[config.mk]
export PLATFORM = sky130hd
export DESIGN_NAME = dot_product_acc_flat
export DESIGN_NICKNAME = d
export VERILOG_FILES = /design/src/rtl/dot_product_acc_if.sv /design/src/rtl/dot_product_acc.sv /design/src/flat_wrapper.sv
export SDC_FILE = /design/constraint.sdc
export NUM_CORES = 1
export LEC_CHECK = 0
export BUFFER_PORTS_ARGS = -buffer_cell sky130_fd_sc_hd__buf_2
export CAP_MARGIN = 20
export CORE_ASPECT_RATIO = 0.75
export CORE_MARGIN = 8
export CORE_UTILIZATION = 48
export DETAILED_ROUTE_END_ITERATION = 12
export PLACE_DENSITY = 0.75
export SYNTH_ARGS = -nofsm -noshare
export SYNTH_HDL_FRONTEND = slang
export SYNTH_SLANG_ARGS = --single-unit
[constraint.sdc]
create_clock -name clk -period 2.95 [get_ports clk]
set_clock_uncertainty 0.2 [all_clocks]
set_input_delay 0.59 -clock clk [delete_from_list [all_inputs] [get_ports clk]]
set_output_delay 0.59 -clock clk [all_outputs]
set_load 0.05 [all_outputs]
[src/rtl/dot_product_acc_if.sv]
`default_nettype none
// ============================================================================
// Module      : dot_product_acc_if
// Description : Product-in / frame-sum-out handshake bundle for dot_product_acc.
// Revision    : 1.0 - initial release
// ============================================================================
interface dot_product_acc_if #(
    parameter int ACC_W = 24
);
    logic [15:0]      prod;
    logic             in_valid;
    logic             in_ready;
    logic [ACC_W-1:0] acc_out;
    logic             out_valid;
    logic             out_ready;
    logic             ovf;

    modport master (
        output prod, in_valid, out_ready,
        input  in_ready, acc_out, out_valid, ovf
    );

    modport slave (
        input  prod, in_valid, out_ready,
        output in_ready, acc_out, out_valid, ovf
    );
endinterface
`default_nettype wire

[src/rtl/dot_product_acc.sv]
`default_nettype none
// ============================================================================
// Module      : dot_product_acc
// Description : Saturating accumulator summing N_TERMS unsigned 16-bit products
//               per frame, with valid/ready handshakes on both sides.
// Revision    : 1.0 - initial release
// ============================================================================
module dot_product_acc #(
    parameter int N_TERMS = 4,
    parameter int ACC_W   = 24
) (
    input  wire logic        clk,
    input  wire logic        rst,
    input  wire logic        clr,
    dot_product_acc_if.slave bus
);
    localparam int                 c_CNT_W = $clog2(N_TERMS) + 1;
    localparam logic [c_CNT_W-1:0] c_LAST  = c_CNT_W'(N_TERMS - 1);

    typedef enum logic [0:0] {
        ACCUM = 1'b0,
        DONE  = 1'b1
    } state_t;

    state_t             r_state;
    logic [ACC_W-1:0]   r_acc;
    logic [c_CNT_W-1:0] r_cnt;
    logic               r_ovf;
    logic               r_out_valid;
    logic               r_in_ready;

    logic [ACC_W:0]     w_sum;
    logic               w_sat;
    logic               w_accept;
    logic               w_last;

    // One spare bit catches the carry out of the accumulator.
    assign w_sum    = {1'b0, r_acc} + {{(ACC_W - 15){1'b0}}, bus.prod};
    assign w_sat    = w_sum[ACC_W] || r_ovf;
    assign w_accept = bus.in_valid && r_in_ready;
    assign w_last   = (r_cnt == c_LAST);

    always_ff @(posedge clk) begin
        if (rst || clr) begin
            r_state     <= ACCUM;
            r_acc       <= '0;
            r_cnt       <= '0;
            r_ovf       <= 1'b0;
            r_out_valid <= 1'b0;
            r_in_ready  <= 1'b1;
        end else begin
            case (r_state)
                ACCUM: begin
                    if (w_accept) begin
                        r_acc <= w_sat ? {ACC_W{1'b1}} : w_sum[ACC_W-1:0];
                        r_ovf <= w_sat;
                        r_cnt <= r_cnt + c_CNT_W'(1);
                        if (w_last) begin
                            r_state     <= DONE;
                            r_out_valid <= 1'b1;
                            r_in_ready  <= 1'b0;
                        end
                    end
                end
                DONE: begin
                    // The result is held until consumed; the new frame opens a cycle later.
                    if (bus.out_ready) begin
                        r_state     <= ACCUM;
                        r_acc       <= '0;
                        r_cnt       <= '0;
                        r_ovf       <= 1'b0;
                        r_out_valid <= 1'b0;
                        r_in_ready  <= 1'b1;
                    end
                end
                default: r_state <= ACCUM;
            endcase
        end
    end

    assign bus.in_ready  = r_in_ready;
    assign bus.acc_out   = r_acc;
    assign bus.out_valid = r_out_valid;
    assign bus.ovf       = r_ovf;
endmodule
`default_nettype wire
[src/flat_wrapper.sv]
// flat-port wrapper written by rule: the top's interface ports become plain ports
module dot_product_acc_flat 
#(
    parameter int N_TERMS = 4,
    parameter int ACC_W   = 24
)
  (clk, rst, clr, bus_prod, bus_in_valid, bus_out_ready, bus_in_ready, bus_acc_out, bus_out_valid, bus_ovf);
  dot_product_acc_if #(.ACC_W(ACC_W)) bus_i ();
  input  wire logic clk;
  input  wire logic rst;
  input  wire logic clr;
  input wire logic [$bits(bus_i.prod)-1:0] bus_prod;
  input wire logic [$bits(bus_i.in_valid)-1:0] bus_in_valid;
  input wire logic [$bits(bus_i.out_ready)-1:0] bus_out_ready;
  output wire logic [$bits(bus_i.in_ready)-1:0] bus_in_ready;
  output wire logic [$bits(bus_i.acc_out)-1:0] bus_acc_out;
  output wire logic [$bits(bus_i.out_valid)-1:0] bus_out_valid;
  output wire logic [$bits(bus_i.ovf)-1:0] bus_ovf;
  assign bus_i.prod = bus_prod;
  assign bus_i.in_valid = bus_in_valid;
  assign bus_i.out_ready = bus_out_ready;
  assign bus_in_ready = bus_i.in_ready;
  assign bus_acc_out = bus_i.acc_out;
  assign bus_out_valid = bus_i.out_valid;
  assign bus_ovf = bus_i.ovf;
  dot_product_acc #(.N_TERMS(N_TERMS), .ACC_W(ACC_W)) u_core (.clk(clk), .rst(rst), .clr(clr), .bus(bus_i));
endmodule
# ---- Word level (Yosys, flattened, before mapping)
# Cells that the tools add are included.
dict set report word_totals {
  register_bits 31
  latch_bits 0
  ram_bits 0
  rom_bits 0
  inputBits 21
  out_inout_bits 27
  elab_cells 39
  mem_count 0
}
dict set report op_classes {
  addsub 2
  n_mul 0
  div 0
  magnitude_cmp 0
  n_eq_ne 4
  shift 0
  muxes 21
  n_bitwise 1
  n_reduce_logical 5
}
# cell count
set op_table {}
lappend op_table {{24-bit 2-to-1 mux} 3}
lappend op_table {{24-bit case mux with 2 select lines} 1}
lappend op_table {{24-bit by 16-bit adder with 25-bit output} 1}
lappend op_table {{1-bit 2-to-1 mux} 10}
lappend op_table {{1-bit case mux with 2 select lines} 4}
lappend op_table {{3-bit 2-to-1 mux} 2}
lappend op_table {{3-bit case mux with 2 select lines} 1}
lappend op_table {{2-bit by 1-bit != test with 1-bit output, second input constant} 2}
lappend op_table {{3-bit by 1-bit adder with 3-bit output, second input constant} 1}
lappend op_table {{3-bit by 2-bit equality test with 1-bit output, second input constant} 1}
lappend op_table {{3-bit AND reduction} 1}
lappend op_table {{1-bit logical OR} 2}
lappend op_table {{2-bit != test, second input constant} 1}
lappend op_table {{2-bit AND reduction} 1}
lappend op_table {{1-bit logical AND} 1}
lappend op_table {{1-bit inverter} 1}

# ---- Longest topological paths before layout
# Gate-level depths: netlist of the first run.
dict set report logic_depth {
  depth_word 5
  depth_mapped 9
  ltp_nobuf 9
}

# ---- Worst setup path before layout of the first run
# OpenSTA, ideal clock, no wires.
dict set report synth_path {
  path_type {input to register}
  startpoint {in bus_prod[0]}
  endpoint {reg u_core.r_acc[23], in the netlist u_core.bus.acc_out[23]}
  setup_ns 0.159
  arrival_time_ns 2.527
  t_required_ns 2.591
  slack_ns 0.064
  path_stages 9
  n_path_buf 0
  path_cell_list {ha_1 > fa_1 > a211oi_1 > o211ai_1 > a211oi_2 > o21ai_1 > nand2_2 > o211a_1 > a311oi_2}
}
dict set report synth_between {
  elab_chain_len 5
}
# element line_no
set synth_rtl {}
lappend synth_rtl {{from (decl)} flat_wrapper.sv:12} ;# input wire logic [$bits(bus_i.prod)-1:0] bus_prod;
lappend synth_rtl {{24-bit by 16-bit adder with 25-bit output (*)} dot_product_acc.sv:38} ;# assign w_sum = {1'b0, r_acc} + {{(ACC_W - 15){1'b0}}, bus.prod};
lappend synth_rtl {{1-bit logical OR} dot_product_acc.sv:39} ;# assign w_sat = w_sum[ACC_W] || r_ovf;
lappend synth_rtl {{24-bit 2-to-1 mux (*)} dot_product_acc.sv:55} ;# r_acc <= w_sat ? {ACC_W{1'b1}} : w_sum[ACC_W-1:0];
lappend synth_rtl {{24-bit 2-to-1 mux (*)} dot_product_acc.sv:54} ;# if (w_accept) begin
lappend synth_rtl {{24-bit case mux with 2 select lines (*)} dot_product_acc.sv:52} ;# case (r_state)
lappend synth_rtl {{to (signal assigned)} dot_product_acc.sv:55}
lappend synth_rtl {{to (decl)} dot_product_acc.sv:26} ;# logic [ACC_W-1:0] r_acc;
# Mark *: on every way between the ends. The rest lies on a longest branch, timed or not. The select of a mux whose other input is x is not followed.
# A chain may end at the register's enable or synchronous reset.

# ---- Final worst setup path of the first run
# Same ends and word-level chain as after synthesis.

==> results of run 1 <==
==> state kept, by name, indices dropped and copies added, names as in the netlist <==
name,count
u_core.r_cnt,3
u_core.bus.out_valid,1
u_core.r_state,1
u_core.bus.in_ready,1
u_core.bus.ovf,1
u_core.bus.acc_out,24
==> path summary, 6_finish.rpt <==
kind | startpoint | end | slack [ns] | cells after the start
max reg2reg | u_core.bus.acc_out[0] | u_core.bus.acc_out[23] | 0.24 | 9
max | bus_prod[0] | u_core.bus.acc_out[23] | 0.20 | 10
min | u_core.bus.acc_out[4] | u_core.bus.acc_out[4] | 0.29 | 2
min reg2reg | u_core.bus.acc_out[4] | u_core.bus.acc_out[4] | 0.29 | 2
==> through the flow <==
stage,hold slack (ns),area (sq um),cells
final,0.287,2640,388
after CTS,0.287,2630,388
after global placement,0.267,2530,380
after floorplan,0.254,2180,271
after detailed placement,0.274,2530,380
after global routing,0.320,2640,388
==> layout make-up <==
cell class,instances,area [sq um]
clock buffers,8,100
fillers,422,1780
inverters,11,41.3
multi-input cells,216,1440
flip-flops and latches,31,621
well taps,57,71.3
repair buffers,65,370
==> critical path: stages <==
cell      delay, ns
buf_2          0.10
ha_1           0.21
fa_1           0.45
a211oi_2       0.29
o211ai_1       0.16
a211oi_2       0.30
o21ai_1        0.15
nand2_2        0.16
o211a_1        0.20
a311oi_2       0.09
==> power groups by stage <==
stage | combinational (uW) | clock (uW) | sequential [uW]
floorplan | 152 | 0 | 480
global placement | 250 | 0 | 447
detailed placement | 252 | 0 | 448
CTS | 254 | 374 | 438
global route | 280 | 394 | 440
finish | 256 | 370 | 438
==> cell usage after synthesis (all sizes together) (3+ instances only) <==
cell / n
a21oi: 42
dfxtp: 31
nand2: 24
o21ai: 24
nor2: 19
ha: 18
inv: 11
a22oi: 9
a31oi: 9
clkbuf: 8
nand4: 8
xnor2: 8
a211oi: 7
nand3: 7
o211ai: 5
xor2: 4
a21o: 3
buf: 3
==> kinds of logic (layout without fill, tap and decap cells) <==
family	Yosys count	after routing	synth area share, %
compound gates	113	113	33.5
simple gates	72	72	15.9
flops	31	31	28.4
buf+inv	24	84	6.13
fa+ha+maj	19	19	11.2
xor+xnor	12	12	4.81
==> metal layers <==
| metal | vias to the layer above | GRT usage, % | part of all wire (%) | wire (um) |
|---|---|---|---|---|
| li1 | 1130 | - | - | - |
| met1 | 1006 | 24.9 | 50 | 2990 |
| met2 | 84 | 24.5 | 39 | 2350 |
| met3 | 7 | 5.95 | 9.7 | 579 |
| met4 | 0 | 4.38 | 0.97 | 58 |
| met5 | - | 0 | 0 | 0 |
==> what timing repair did <==
action	4_1_cts	5_1_grt
resized for setup	0	1
setup endpoints to repair	0	25
hold buffers	0	0
==> results.ini, run 1 <==
[global_route]
grt_pass1_wl_mm=10.0
grt_pass1_vias=2136
grt_usage_pct=17.6
grt_antenna_before_repair=0
grt_start_max_net_pins=28
grt.overflow.total=0

[cells_and_area]
area.growth.synth_to_final_pct=20.8
n_antenna_cell=0
nets=370
mostFrequentLayoutCells=47 x buf_2, 41 x a21oi_1, 31 x dfxtp_1, 23 x nand2_1, 21 x o21ai_0
drive_above_1_share_pct=26.0
utilization_pct=59.8
final_common_cell=buf_2

[floorplanning]
initial_core_util_pct=49.5
chipWidth_um=93.9
ios=48
dieHeight_um=74.4
core.rowCount=21
die-area_sq_mm=0.00699
core_sq_mm=0.00441

[run_status]
outcome=completed

[logic_synthesis]
synthTopCellsByArea=dfxtp_1 28%, ha_1 10%, a21oi_1 9.4%, o21ai_0 4.8%, nand2_1 4.0%
syn_area_per_cell_sq_um=8.06
synth_flop_cell=dfxtp_1
synth_area_sq_mm=0.00218
synth_nets=311
synth-async-reset-ratio_pct=0
synthCells=271
synth_seq_area_share_pct=28.4
ys_seq_elements=31
synth_edf_count=0
synth_top_area_cell=dfxtp_1
ys_types=49
synth_top_area_share_pct=28.4
yosysWarnings=0

[critical_path]
critical_path_class=in2reg
endpoint_kind=register
crit_required_ns=2.89
path_max_fanout=8
start_kind=input pin
crit_arrival_ns=2.69

[pwr]
p_comb_share_pct=24.1
swShare_pct=30.4
leakagePower_uw=0.00116
power_uw=1060
powerDensity_mw_per_mm2=403
clkPwrFrac_pct=34.7
ir_drop_mv=0.292
p_int_uw=741
switching_power_uw=323
p_seq_share_pct=41.2

[timing]
relSlewSlack_pct=60.8
finalSetupTns_ns=0
finalCritPeriodShare_pct=93.3
max_freq_ghz=0.363
slew_violations=0
worstMarginPinSlew_ns=0.588
setup_viol=0
layout_setup_ws_ns=0.196
fin_crit_ns=2.75
finalHoldViolCount=0

[drt]
wl_mm=5.98
drcViolationCount=0
routedWlPerCell_um=15.4
vias=2227
dr.pass1.iters=5
drtIter0Drc=140
final_antenna_net_count=0
via_per_inst=5.74

[flow_run]
cap_violations=0

[clock_tree]
cts-buffers-inserted=5
cts.clk_slew.worst_paths_ns=0.06
cts_tree=done
clockBufferDepth=2
clock-root-buffer=clkbuf_8
cts_setup_buffers=0
cts_htree_levels=2
numClockSinks=31
clk_latency_ns=0.28

[place]
portBuffers=47
dp_slack_ns=-0.243
dp_hpwl_mm=4.63
gp_congestion=0.935

[min_path]
holdCritPathClass=reg2reg

Power figures use the tool's default switching activity.
==> run 2: changes to the inputs <==
CAP_MARGIN = unset   (was 20)
GPL_TIMING_DRIVEN = 0   (was unset)
==> run 2 against run 1 <==
Count of clock-buffer cells in the layout stayed put. Routed wire length is 2.7% higher. Utilization is 0.51 points lower. Clock power hardly changed. Worst hold slack worse by 0.010 ns. Register-to-register slack worse by 0.09 ns. Via count is 0.99% higher. Sequential power hardly changed. Non-clock buffer count is 4 lower. Die area stayed put. Largest cell class unchanged.
==> results.ini, run 2 (synthesis results as in run 1) <==
[min_path]
holdPathStages=2  ; unchanged
holdCritPathClass=reg2reg
hold_path.startpoint=u_core.bus.acc_out[10]
hold_end=u_core.bus.acc_out[10]

[cells_and_area]
final_common_cell=buf_2
n_antenna_cell=0  ; unchanged
area.growth.synth_to_final_pct=19.8
instances_no_fill=384  ; -1.0%
mostFrequentLayoutCells=48 x buf_2, 41 x a21oi_1, 31 x dfxtp_1, 23 x nand2_1, 21 x o21ai_0
nets=366  ; -1.1%
drive_above_1_share_pct=23.2  ; -2.7 points
stdcell_area_sq_mm=0.00262  ; -0.85%
largest_register_ffs=24  ; unchanged

[timing]
worstMarginPinSlew_ns=0.614  ; +0.0264 ns
max_freq_ghz=0.350  ; -3.5%
slew_violations=0  ; unchanged
setup_viol=0  ; unchanged
finalHoldViolCount=0  ; unchanged
rsz0062_at_grt=no
relSlewSlack_pct=59.0  ; -1.8 points
finalCritPeriodShare_pct=96.7  ; +3.4 points
holdWs_ns=0.276  ; -0.0103 ns
fin_crit_ns=2.85  ; +0.100 ns

[clock_tree]
clk_latency_ns=0.28  ; about the same
clock-root-buffer=clkbuf_8
clockBufferDepth=2  ; unchanged
cts-buffers-inserted=5  ; unchanged
cts-hold-fix-buffers=0  ; unchanged
cts_htree_levels=2  ; unchanged
cts.clk_slew.worst_paths_ns=0.06  ; about the same
cts_tree=done
numClockSinks=31  ; unchanged

[critical_path]
critical_path_class=in2reg
r2r_slack_ns=0.15  ; -0.09 ns
crit_arrival_ns=2.80  ; +0.11 ns
cpMostUsedCell=buf_2
reg2reg_to=u_core.bus.acc_out[10]
cpMaxStageDelayCell=fa_2
path_cells=buf_2 -> ha_1 -> fa_2 -> a211oi_4 -> o211ai_1 -> a211oi_2 -> o21ai_1 -> buf_2 -> o21ai_0 -> a21oi_1
crit_required_ns=2.90  ; about the same
path_max_fanout=10  ; +2
reg2regPathDepth=9  ; unchanged
start_kind=input pin
slowest_delay_ns=0.41  ; -0.04 ns
r2r_start=u_core.bus.acc_out[0]
endpoint_kind=register

[drt]
wl_mm=6.14  ; +2.7%
drcViolationCount=0  ; unchanged
final_antenna_net_count=0  ; unchanged
dr.pass1.iters=5  ; unchanged
routedWlPerCell_um=16.0  ; +3.8%
vias=2249  ; +0.99%
drtIter0Drc=281  ; +100%
via_per_inst=5.86  ; +2.0%

[floorplanning]
initial_core_util_pct=49.5  ; unchanged
dieHeight_um=74.4  ; unchanged
chipWidth_um=93.9  ; unchanged
core.rowCount=21  ; unchanged
die-area_sq_mm=0.00699  ; unchanged
core_sq_mm=0.00441  ; unchanged
ios=48  ; unchanged

[place]
dp_hpwl_mm=4.55  ; -1.6%
dp_cells=375  ; -1.3%
portBuffers=47  ; unchanged
gp_congestion=0.894  ; -4.3%
dpl-instance-area_sq_mm=0.00249  ; -1.7%

[pwr]
ir_drop_mv=0.234  ; -20%
leakagePower_uw=0.00113  ; -3.0%
powerDensity_mw_per_mm2=407  ; +1.0%
power_uw=1070  ; +0.14%

[global_route]
grt_start_max_net_pins=11  ; -61%
grt_antenna_before_repair=0  ; unchanged
grt.overflow.total=0  ; unchanged
grt_pass1_vias=2100  ; -1.7%
grt_pass1_wl_mm=10.2  ; +1.9%
grt_usage_pct=18.1  ; +0.56 points

[flow_run]
cap_violations=0  ; unchanged

[run_status]
outcome=completed

==> run 2: changes by cell type in the layout (fill, tap and decap cells not counted), sizes merged <==
| cell | change |
|---|---|
| clkdlybuf4s15 | +1 |
| buf | -15 |
| clkbuf | +9 |
| dlygate4sd3 | +1 |
==> run 2: per-layer routing <==
metal  global-route usage, %  vias up  wire length (um)
li1                        -     1117                 -
met1                    26.1     1041              3090
met2                    25.5       87              2530
met3                    5.04        4               473
met4                    4.73        0                44
met5                       0        -                 0
==> run 2: timing repair <==
item / CTS / global route
endpoints found under the setup margin: 17 / 22
setup buffers: 0 / 1
resized for setup: 1 / 3
pin swaps: 1 / 2
==> run 2: worst max-delay path: cells and delay by family <==
family	cells	cell delay (ns)
adder cells (fa/ha/maj)	2	0.64
AO/OA/AOI/OAI	6	1.25
buffers and inverters	2	0.31
==> run 2: how the worst max path moves through the flow <==
stage	end	startpoint	slack, ns	cells past startpoint
after floorplan	u_core.bus.acc_out[23]	bus_prod[0]	0.06	9
after global placement	u_core.bus.acc_out[22]	bus_prod[0]	-0.37	10
after detailed placement	u_core.bus.acc_out[9]	bus_prod[0]	-0.38	10
after CTS	u_core.bus.acc_out[9]	bus_prod[0]	0.03	10
after global routing	u_core.bus.acc_out[10]	bus_prod[0]	0.02	10
final	u_core.bus.acc_out[10]	bus_prod[0]	0.1	10
==> run 2: per-stage QoR <==
step / setup TNS, ns / setup slack, ns / utilization (%)
floorplan: 0 / 0.0640 / -
global placement: -7.38 / -0.368 / 56.4
detailed placement: -7.93 / -0.385 / 56.4
CTS: 0 / 0.0302 / 58.8
global route: 0 / 0.0172 / 59.3
finish: 0 / 0.0961 / 59.3
==> run 2: where the power goes <==
group	internal [uW]	leakage, uW	switching (uW)
Clock	213	0.0000515	159
Sequential	429	0.000251	9.23
Combinational	95.0	0.000824	160
Total	737	0.00113	328
==> run 2: cell type report <==
class,instances,area (sq um)
well taps,57,71.3
fillers,407,1800
inverters,11,41.3
flip-flops and latches,31,621
multi-input cells,216,1450
clock buffers,8,100
plain buffers,13,95.1
repair buffers,48,243
==> run 3: changes to the inputs <==
REMOVE_ABC_BUFFERS = 1   (was unset)
SETUP_SLACK_MARGIN = 0.2   (was unset)
==> run 3 against run 2 <==
Utilization up 0.23 points. Sequential power about the same. Critical path depth up 1. Routed wire length down 5.6%. Critical path type unchanged.
==> results.ini, run 3 (synthesis results as in run 1) <==
[run_status]
outcome=completed

[cells_and_area]
drive_above_1_share_pct=25.2  ; +1.9 points
fill_cells=404  ; -0.74%
nets=363  ; -0.82%
seq_area_sq_um=621  ; unchanged
n_antenna_cell=0  ; unchanged
area.growth.synth_to_final_pct=20.2
multi_input_area_sq_mm=0.00150  ; +3.5%
final_common_cell=buf_2
stdcell_area_sq_mm=0.00263  ; +0.38%
largest_register_ffs=24  ; unchanged
mostFrequentLayoutCells=47 x buf_2, 40 x a21oi_1, 31 x dfxtp_1, 23 x nand2_1
utilization_pct=59.5  ; +0.23 points

[timing]
finalCritPeriodShare_pct=90.5  ; -6.2 points
relSlewSlack_pct=35.5  ; -24 points
max_freq_ghz=0.375  ; +6.9%
slew_violations=0  ; unchanged
rsz0062_at_grt=yes
fin_crit_ns=2.67  ; -0.184 ns
setup_viol=0  ; unchanged
worstMarginPinSlew_ns=0.967  ; +0.353 ns
finalHoldViolCount=0  ; unchanged
finalSetupTns_ns=0  ; unchanged

[critical_path]
reg2reg_to=u_core.bus.acc_out[14]
critPathLaunch=bus_prod[0]
r2r_slack_ns=0.34  ; +0.19 ns
crit_required_ns=2.89  ; about the same
endpoint_kind=register
crit_arrival_ns=2.61  ; -0.19 ns
reg2regPathDepth=10  ; +1
critical_path_class=in2reg
crit_path_end=u_core.bus.acc_out[14]
start_kind=input pin
r2r_start=u_core.bus.acc_out[0]
path_max_fanout=6  ; -4

[clock_tree]
cts.clk_slew.worst_paths_ns=0.06  ; about the same
cts_htree_levels=2  ; unchanged
cts-buffers-inserted=5  ; unchanged
clock-root-buffer=clkbuf_8
cts-hold-fix-buffers=0  ; unchanged
clockBufferDepth=2  ; unchanged
cts_tree=done
clk_latency_ns=0.28  ; about the same
numClockSinks=31  ; unchanged

[global_route]
grt_usage_pct=17.1  ; -0.99 points
grt.overflow.total=0  ; unchanged
grt_pass1_vias=2077  ; -1.1%
grt_pass1_wl_mm=9.74  ; -4.3%
grt_start_max_net_pins=28  ; +17
grt_antenna_before_repair=0  ; unchanged

[drt]
routedWlPerCell_um=15.3  ; -4.4%
via_per_inst=5.85  ; about the same
wl_mm=5.80  ; -5.6%
drcViolationCount=0  ; unchanged
dr.pass1.iters=5  ; unchanged
final_antenna_net_count=0  ; unchanged
drtIter0Drc=160  ; -43%
vias=2219  ; -1.3%

[place]
dp_hpwl_mm=4.16  ; -8.6%
portBuffers=47  ; unchanged
gp_congestion=0.922  ; +3.1%
dpl-instance-area_sq_mm=0.00242  ; -3.0%

[floorplanning]
initial_core_util_pct=49.5  ; unchanged
die-area_sq_mm=0.00699  ; unchanged
chipWidth_um=93.9  ; unchanged
core_sq_mm=0.00441  ; unchanged
dieHeight_um=74.4  ; unchanged
core.rowCount=21  ; unchanged
ios=48  ; unchanged

[pwr]
leakagePower_uw=0.00113  ; +0.20%
ir_drop_mv=0.235  ; +0.32%
powerDensity_mw_per_mm2=380  ; -6.8%
power_uw=997  ; -6.4%

[flow_run]
cap_violations=0  ; unchanged

[min_path]
holdCritPathClass=reg2reg

[run 3: cell count changes in the layout (fill, tap and decap cells not counted), moves of 2 or more]
| cell | change |
|---|---|
| o21ai_0 | -2 |
| clkbuf_1 | -6 |
| clkbuf_8 | -4 |
| buf_4 | +9 |
[run 3: where the power goes]
part           total (uW)  internal [uW]  switching [uW]
logic                 251           92.9             158
registers             438            429            8.91
clock network         308            157             151
total                 997            679             318
[run 3: layer usage]
layer | GRT usage, % | wire, um | vias up
met5 | 0 | 0 | -
met4 | 3.85 | 65 | 0
met3 | 5.44 | 507 | 11
met2 | 25.9 | 2470 | 93
met1 | 23.1 | 2750 | 1007
li1 | - | - | 1108
[run 3: worst max-delay path, stage by stage]
cell      delay (ns)
buf_2           0.10
ha_2            0.19
fa_2            0.37
a211oi_4        0.28
o211ai_1        0.13
a211oi_2        0.28
buf_4           0.16
o21ai_4         0.07
buf_4           0.18
o21ai_0         0.16
a21oi_1         0.08
[run 3: cell type report]
| type | instances | area share [%] |
|---|---|---|
| multi-input cells | 216 | 56.9 |
| flip-flops and latches | 31 | 23.6 |
| repair buffers | 58 | 12.4 |
| clock buffers | 6 | 2.76 |
| well taps | 57 | 2.72 |
| inverters | 11 | 1.57 |
[run 3: worst min-delay path by stage]
stage                                 from                     end  cells after the start
floorplan                  u_core.r_cnt[2]         u_core.r_cnt[2]                      2
global placement     u_core.bus.acc_out[0]   u_core.bus.acc_out[0]                      2
detailed placement  u_core.bus.acc_out[10]  u_core.bus.acc_out[10]                      2
CTS                 u_core.bus.acc_out[10]  u_core.bus.acc_out[10]                      2
global route         u_core.bus.acc_out[4]   u_core.bus.acc_out[4]                      2
finish              u_core.bus.acc_out[10]  u_core.bus.acc_out[10]                      2
[run 3: through the flow]
stage	hold slack, ns	instances	setup slack (ns)
floorplan	0.254	258	-0.203
global placement	0.255	362	-0.852
detailed placement	0.266	363	-0.863
CTS	0.275	375	0.196
global route	0.306	379	0.166
finish	0.276	379	0.280
[run 3: what timing repair did]
| action | in CTS | in global routing |
|---|---|---|
| endpoints found under the setup margin | 25 | 18 |
| resized for setup | 6 | 6 |
| hold endpoints to repair | 0 | 0 |
| pin swaps | 3 | 5 |
| buffers inserted | 6 | 4 |
| gates cloned | 0 | 0 |
